<file path="src/rtl/simple_comb_pkg.sv">
// Shared constants for simple_comb_blk: the two hit codes and the minterm mask
// built from them, so the mask can never drift out of sync with the codes.
package simple_comb_pkg;

    localparam logic [2:0] CODE_HIT0 = 3'd1;
    localparam logic [2:0] CODE_HIT1 = 3'd4;

    // Evaluates to 8'b0001_0010.
    localparam logic [7:0] MINTERM_MASK = (8'b1 << CODE_HIT0) | (8'b1 << CODE_HIT1);

endpackage

</file>
<file path="src/rtl/decoder_3to8.sv">
// 3-bit binary code to 8-bit one-hot decode; purely combinational.
module decoder_3to8 (
    input  logic [2:0] code,
    output logic [7:0] onehot
);

    generate
        for (genvar gi = 0; gi < 8; gi++) begin : g_dec
            assign onehot[gi] = (code == 3'(gi));
        end
    endgenerate

endmodule

</file>
<file path="src/rtl/simple_comb_blk.sv">
// Combinational hit decision on {a,b,c} plus registered copy, rising-edge pulse
// and saturating hit counter for downstream synchronous logic.
module simple_comb_blk
    import simple_comb_pkg::*;
#(
    parameter int COUNT_W = 8
) (
    input  logic               clk,
    input  logic               reset,
    input  logic               a,
    input  logic               b,
    input  logic               c,
    output logic               y,
    output logic [7:0]         minterm,
    output logic               y_q,
    output logic               y_rise,
    output logic [COUNT_W-1:0] hit_count
);

    logic               y_q_reg;
    logic               y_rise_reg;
    logic [COUNT_W-1:0] hit_count_reg;

    decoder_3to8 u_dec (
        .code   ({a, b, c}),
        .onehot (minterm)
    );

    // Reset deliberately does not touch this path.
    assign y = |(minterm & MINTERM_MASK);

    always_ff @(posedge clk or posedge reset) begin
        if (reset) begin
            y_q_reg       <= 1'b0;
            y_rise_reg    <= 1'b0;
            hit_count_reg <= '0;
        end else begin
            y_q_reg    <= y;
            y_rise_reg <= y & ~y_q_reg;
            if (y && (hit_count_reg != {COUNT_W{1'b1}})) begin
                hit_count_reg <= hit_count_reg + COUNT_W'(1);
            end
        end
    end

    assign y_q       = y_q_reg;
    assign y_rise    = y_rise_reg;
    assign hit_count = hit_count_reg;

endmodule

</file>
<file path="config.mk">
export PLATFORM = sky130hd
export DESIGN_NAME = simple_comb_blk
export DESIGN_NICKNAME = d
export VERILOG_FILES = /design/src/rtl/simple_comb_pkg.sv /design/src/rtl/decoder_3to8.sv /design/src/rtl/simple_comb_blk.sv
export SDC_FILE = /design/constraint.sdc
export NUM_CORES = 1
export LEC_CHECK = 0
export ABC_AREA = 1
export ABC_CLOCK_PERIOD_IN_PS = 1200
export CAP_MARGIN = 30
export CORE_MARGIN = 3
export CORE_UTILIZATION = 37
export DETAILED_ROUTE_END_ITERATION = 10
export MAX_ROUTING_LAYER = met4
export PLACE_DENSITY_LB_ADDON = 0.15
export SLEW_MARGIN = 20
export SYNTH_ARGS = -nofsm -noshare
export SYNTH_HDL_FRONTEND = slang
export SYNTH_SLANG_ARGS = --single-unit
</file>
<file path="constraint.sdc">
create_clock -name clk -period 1.2 [get_ports clk]
set_input_delay 0.12 -clock clk [delete_from_list [all_inputs] [get_ports clk]]
set_output_delay 0.12 -clock clk [all_outputs]
set_load 0.02 [all_outputs]
</file>
; Word level (Yosys, flattened, before mapping)
; Cells that the tools add are included.
[word_totals]
regBits = 10
out_inout_bits = 19
wordCells = 17
[classes]
n_addsub = 1
eq_ne = 8
bitwise = 2
n_reduce_logical = 3
[ops]
columns = cell, count
row1 = == test 3 bit (second input constant), 4
row2 = adder 8 x 1 -> 8 bit (second input constant), 1
row3 = inequality test 8 bit (second input constant), 1
row4 = == test 3 x 2 -> 1 bit (second input constant), 2
row5 = == test 3 x 1 -> 1 bit (second input constant), 1
row6 = zero test 3 bit, 1
row7 = OR reduction 2 bit, 1
row8 = AND 1 bit, 1
row9 = logical AND 1 bit, 1
row10 = NOT 1 bit, 1

; Longest topological paths before layout
[logic_depth]
word_depth = 3
mapped_depth = 8
mapped_depth_nobuf = 8

; By module
; From an unflattened synthesis, not the netlist that was laid out.
[unflattened]
hier_cells = 86
area_unflattened_um2 = 611.8
[modules_own_cells]
columns = mod, instances, cells_each, area_per_inst_um2, seq_area_each_um2
row1 = simple_comb_blk, 1, 71, 555.5, 250.2
row2 = decoder_3to8, 1, 15, 56.3, 0.0

; Worst setup path after synthesis
; No wires, ideal clock.
[synth_path]
kind = register -> register
from = reg hit_count_reg[1], in the netlist hit_count[1]
to = reg hit_count_reg[4], in the netlist hit_count[4]
t_arrival_ns = 1.229
path_slack_ns = -0.146
path_stages_with_launch = 9
path_buffers = 0
cell_sequence = dfrtp_1 > ha_1 > nand2_2 > nor2_4 > nand2_2 > nand2_4 > inv_4 > nand2_1 > nand2_1
[synth_via]
elab_chain_len = 2
[synth_lines]
columns = element, line
row1 = "start, declared", simple_comb_blk.sv:22  ; logic [COUNT_W-1:0] hit_count_reg;
row2 = "start signal, assigned", simple_comb_blk.sv:41  ; hit_count_reg <= hit_count_reg + COUNT_W'(1);
row3 = branches (longest 2 deep; another with adder 8 x 1 -> 8 bit), --
; Several ways; the timed one is not identified.
; A chain may end at the register's enable or synchronous reset.

; Worst setup path after layout
; Same ends and word-level chain as after synthesis.

==> impl_metrics.csv <==
group,metric,value,unit
run_status,outcome,"finished clean",
sta,setup_tns,0,ns
logic_synthesis,synth_nets,91,
critical_path,cp_max_fo,5,
sta,max_freq,0.8374,GHz
sta,finalHoldViolCount,0,
global_routing,grt_util_all_layers,0.1769,
clock_tree,cts_hold_buf,0,
logic_synthesis,yosysMostFrequentCell,"nand2_1",
logic_synthesis,avgSynthCellArea,7.316,µm²
flow_run,cap_violations,0,
critical_path,arrival,1.36,ns
logic_synthesis,synth_edf_count,0,
critical_path,endpoint_kind,"flip-flop",
drt,avgViaCountPerCell,4.830,
clock_tree,cts.sinks,10,
sta,rsz0062_at_grt,"yes",
logic_synthesis,ys_ff_latch,10,
sta,max_slew_margin,0.7313,
sta,setup_viol,0,
clock_tree,cts_root_buffer,"clkbuf_4",
layout,syn_to_final_growth,61.77,%
logic_synthesis,yosys_warnings,0,
drt,drc,0,
floorplan,num_rows,14,
placement,place_area,952.2,µm²
placement,hpwl,1.173,mm
clock_tree,clock_path_buffers,2,
clock_tree,clock_latency,0.27,ns
sta,finalCriticalPeriod,1.194,ns
clock_tree,h-tree-depth,1,
global_routing,grt_start_max_net_pins,11,
logic_synthesis,ys.flop_type,"dfrtp_1",
drt,vias,681,
logic_synthesis,synthArstFlopShare,1.000,
sta,slew_viol_final,0,
min_path,hold_class,"in2async",
layout,nets,132,
layout,largest_reg_flops,8,
global_routing,grt_pass1_vias,612,
power_and_ir_drop,p_leak,0.5611,nW
critical_path,crit_type,"reg2reg",
power_and_ir_drop,powerDensity,1465,mW/mm²
sta,timing.final.crit_share,0.9951,
logic_synthesis,synth_top_area_cell,"dfrtp_1",
drt,dr.pass1.iters,6,
floorplan,io_pins,24,
drt,wl,1.718,mm
global_routing,antenna_found_initial,0,
critical_path,start_kind,"flip-flop",
floorplan,die_h,47.00,µm
critical_path,required,1.37,ns
sta,worst_slew_pin_slew,0.4027,ns
global_routing,grt_overflow,0,
layout,finalCoreUtilization,0.6526,
clock_tree,cts_buffers,3,
logic_synthesis,ys_top_cells_by_count,"nand2_1 (32), dfrtp_1 (10), inv_1 (9), nor3_1 (6), nor2_1 (5)",
floorplan,die_area,0.002209,mm²
floorplan,core_area,0.001541,mm²
logic_synthesis,synth_top_area_frac,0.4024,
clock_tree,cts_tree,"yes",
logic_synthesis,synthTopCellsByArea,"dfrtp_1 (40%), nand2_1 (19%), inv_1 (5.4%)",
sta,finClkSkew,0.001223,ns
drt,first_iter_violations,16,
logic_synthesis,syn_inst,85,
logic_synthesis,ys_seq_area_frac,0.4024,
logic_synthesis,syn-cell-area,621.8,µm²
power_and_ir_drop,vdd_drop_max,1.095,mV
clock_tree,path_clk_slew,0.08,ns
floorplan,die_x,47.00,µm
global_routing,grt_first_pass_wirelength,2.649,mm
layout,antennaDiodeCount,0,
floorplan,start_util,0.4034,
layout,drive_gt1_frac,0.3520,
logic_synthesis,yosys.cell_types.count,18,
placement,gp_congestion,0.7915,
drt,ant_nets,0,
drt,detail_route.wl_per_cell,12.18,µm
placement,port-buffer-count,23,
layout,design_area,0.001006,mm²
[report_power, final]
group	total [mW]	internal [mW]	leakage [nW]	switching (mW)
Sequential	0.499	0.414	0.125	0.0852
Clock	0.321	0.184	0.0210	0.136
Combinational	0.654	0.291	0.415	0.363
[worst max-delay path, cell delays in order (launching register included)]
cell     delay [ns]
dfrtp_2        0.45
ha_4           0.18
nand2_4        0.07
nor2_4         0.04
buf_4          0.13
xor2_1         0.13
nand2_1        0.05
nand2_1        0.04
[per-stage QoR]
step	hold WS [ns]	total power, mW	instances	setup WS (ns)
floorplan	-0.03996	0.8562	85	-0.009050
global placement	0.4248	1.141	132	-0.4845
detailed placement	0.4268	1.151	132	-0.5107
CTS	0.1392	1.424	140	-0.01357
global route	0.1528	1.560	141	-0.05856
finish	0.1240	1.473	141	0.005856
[repair_timing]
item,in CTS,in global routing
hold endpoints to repair,0,0
gates resized for setup,50,7
setup endpoints to repair,25,10
pin swaps,4,1
cloned,1,0
buffers inserted,3,1
[per-layer routing]
metal	GRT usage	vias to the layer above	part of all wire
met1	0.1948	308	0.40
met4	0.07182	0	0.020
met2	0.3008	26	0.52
met5	-	-	0
li1	-	343	-
met3	0.04598	4	0.057
[area by class of cell]
class | count | area (µm²)
Fill cell | 138 | 535.5
Multi-Input combinational cell | 63 | 372.9
Timing Repair Buffer | 35 | 270.3
Sequential cell | 10 | 252.7
Inverter | 13 | 53.80
Clock buffer | 4 | 36.28
Tap cell | 16 | 20.02
[cells by family (layout without fill, tap and decap cells)]
| logic type | after synthesis | count (layout) | share of synthesized area |
|---|---|---|---|
| xor+xnor | 3 | 3 | 0.04226 |
| simple gates | 55 | 56 | 0.4286 |
| flops | 10 | 10 | 0.4024 |
| compound gates | 3 | 3 | 0.02412 |
| fa+ha+maj | 1 | 1 | 0.02012 |
| buf+inv | 13 | 52 | 0.08250 |
[path summary, 6_finish.rpt]
check	end	slack [ns]	from	cells after the start
worst max-delay path	hit_count[4]$_DFFE_PP0P_	0.006	hit_count[1]$_DFFE_PP0P_	7
worst min-delay path	hit_count[2]$_DFFE_PP0P_	0.12	reset	2
worst max register to register	hit_count[4]$_DFFE_PP0P_	0.006	hit_count[1]$_DFFE_PP0P_	7
worst min register to register	y_rise$_DFF_PP0_	0.43	y_q$_DFF_PP0_	1
max in group asynchronous	hit_count[1]$_DFFE_PP0P_	0.77	reset	2
min in group clk	y_rise$_DFF_PP0_	0.43	y_q$_DFF_PP0_	1
[layout by cell type, fill, tap and decap left out, types with 3 or more instances in the layout]
master / synthesis / routed
nand2_1: 32 / 29
nor2_1: 5 / 4
dfrtp_1: 10 / 8
clkbuf_4: 0 / 3
nand3_1: 4 / 4
nand2_2: 2 / 3
inv_2: 3 / 3
nand2_4: 2 / 4
inv_1: 9 / 9
dlygate4sd2_1: 0 / 13
buf_4: 0 / 12
nor3_1: 6 / 6
buf_2: 0 / 6
(Power assumes the default switching activity.)
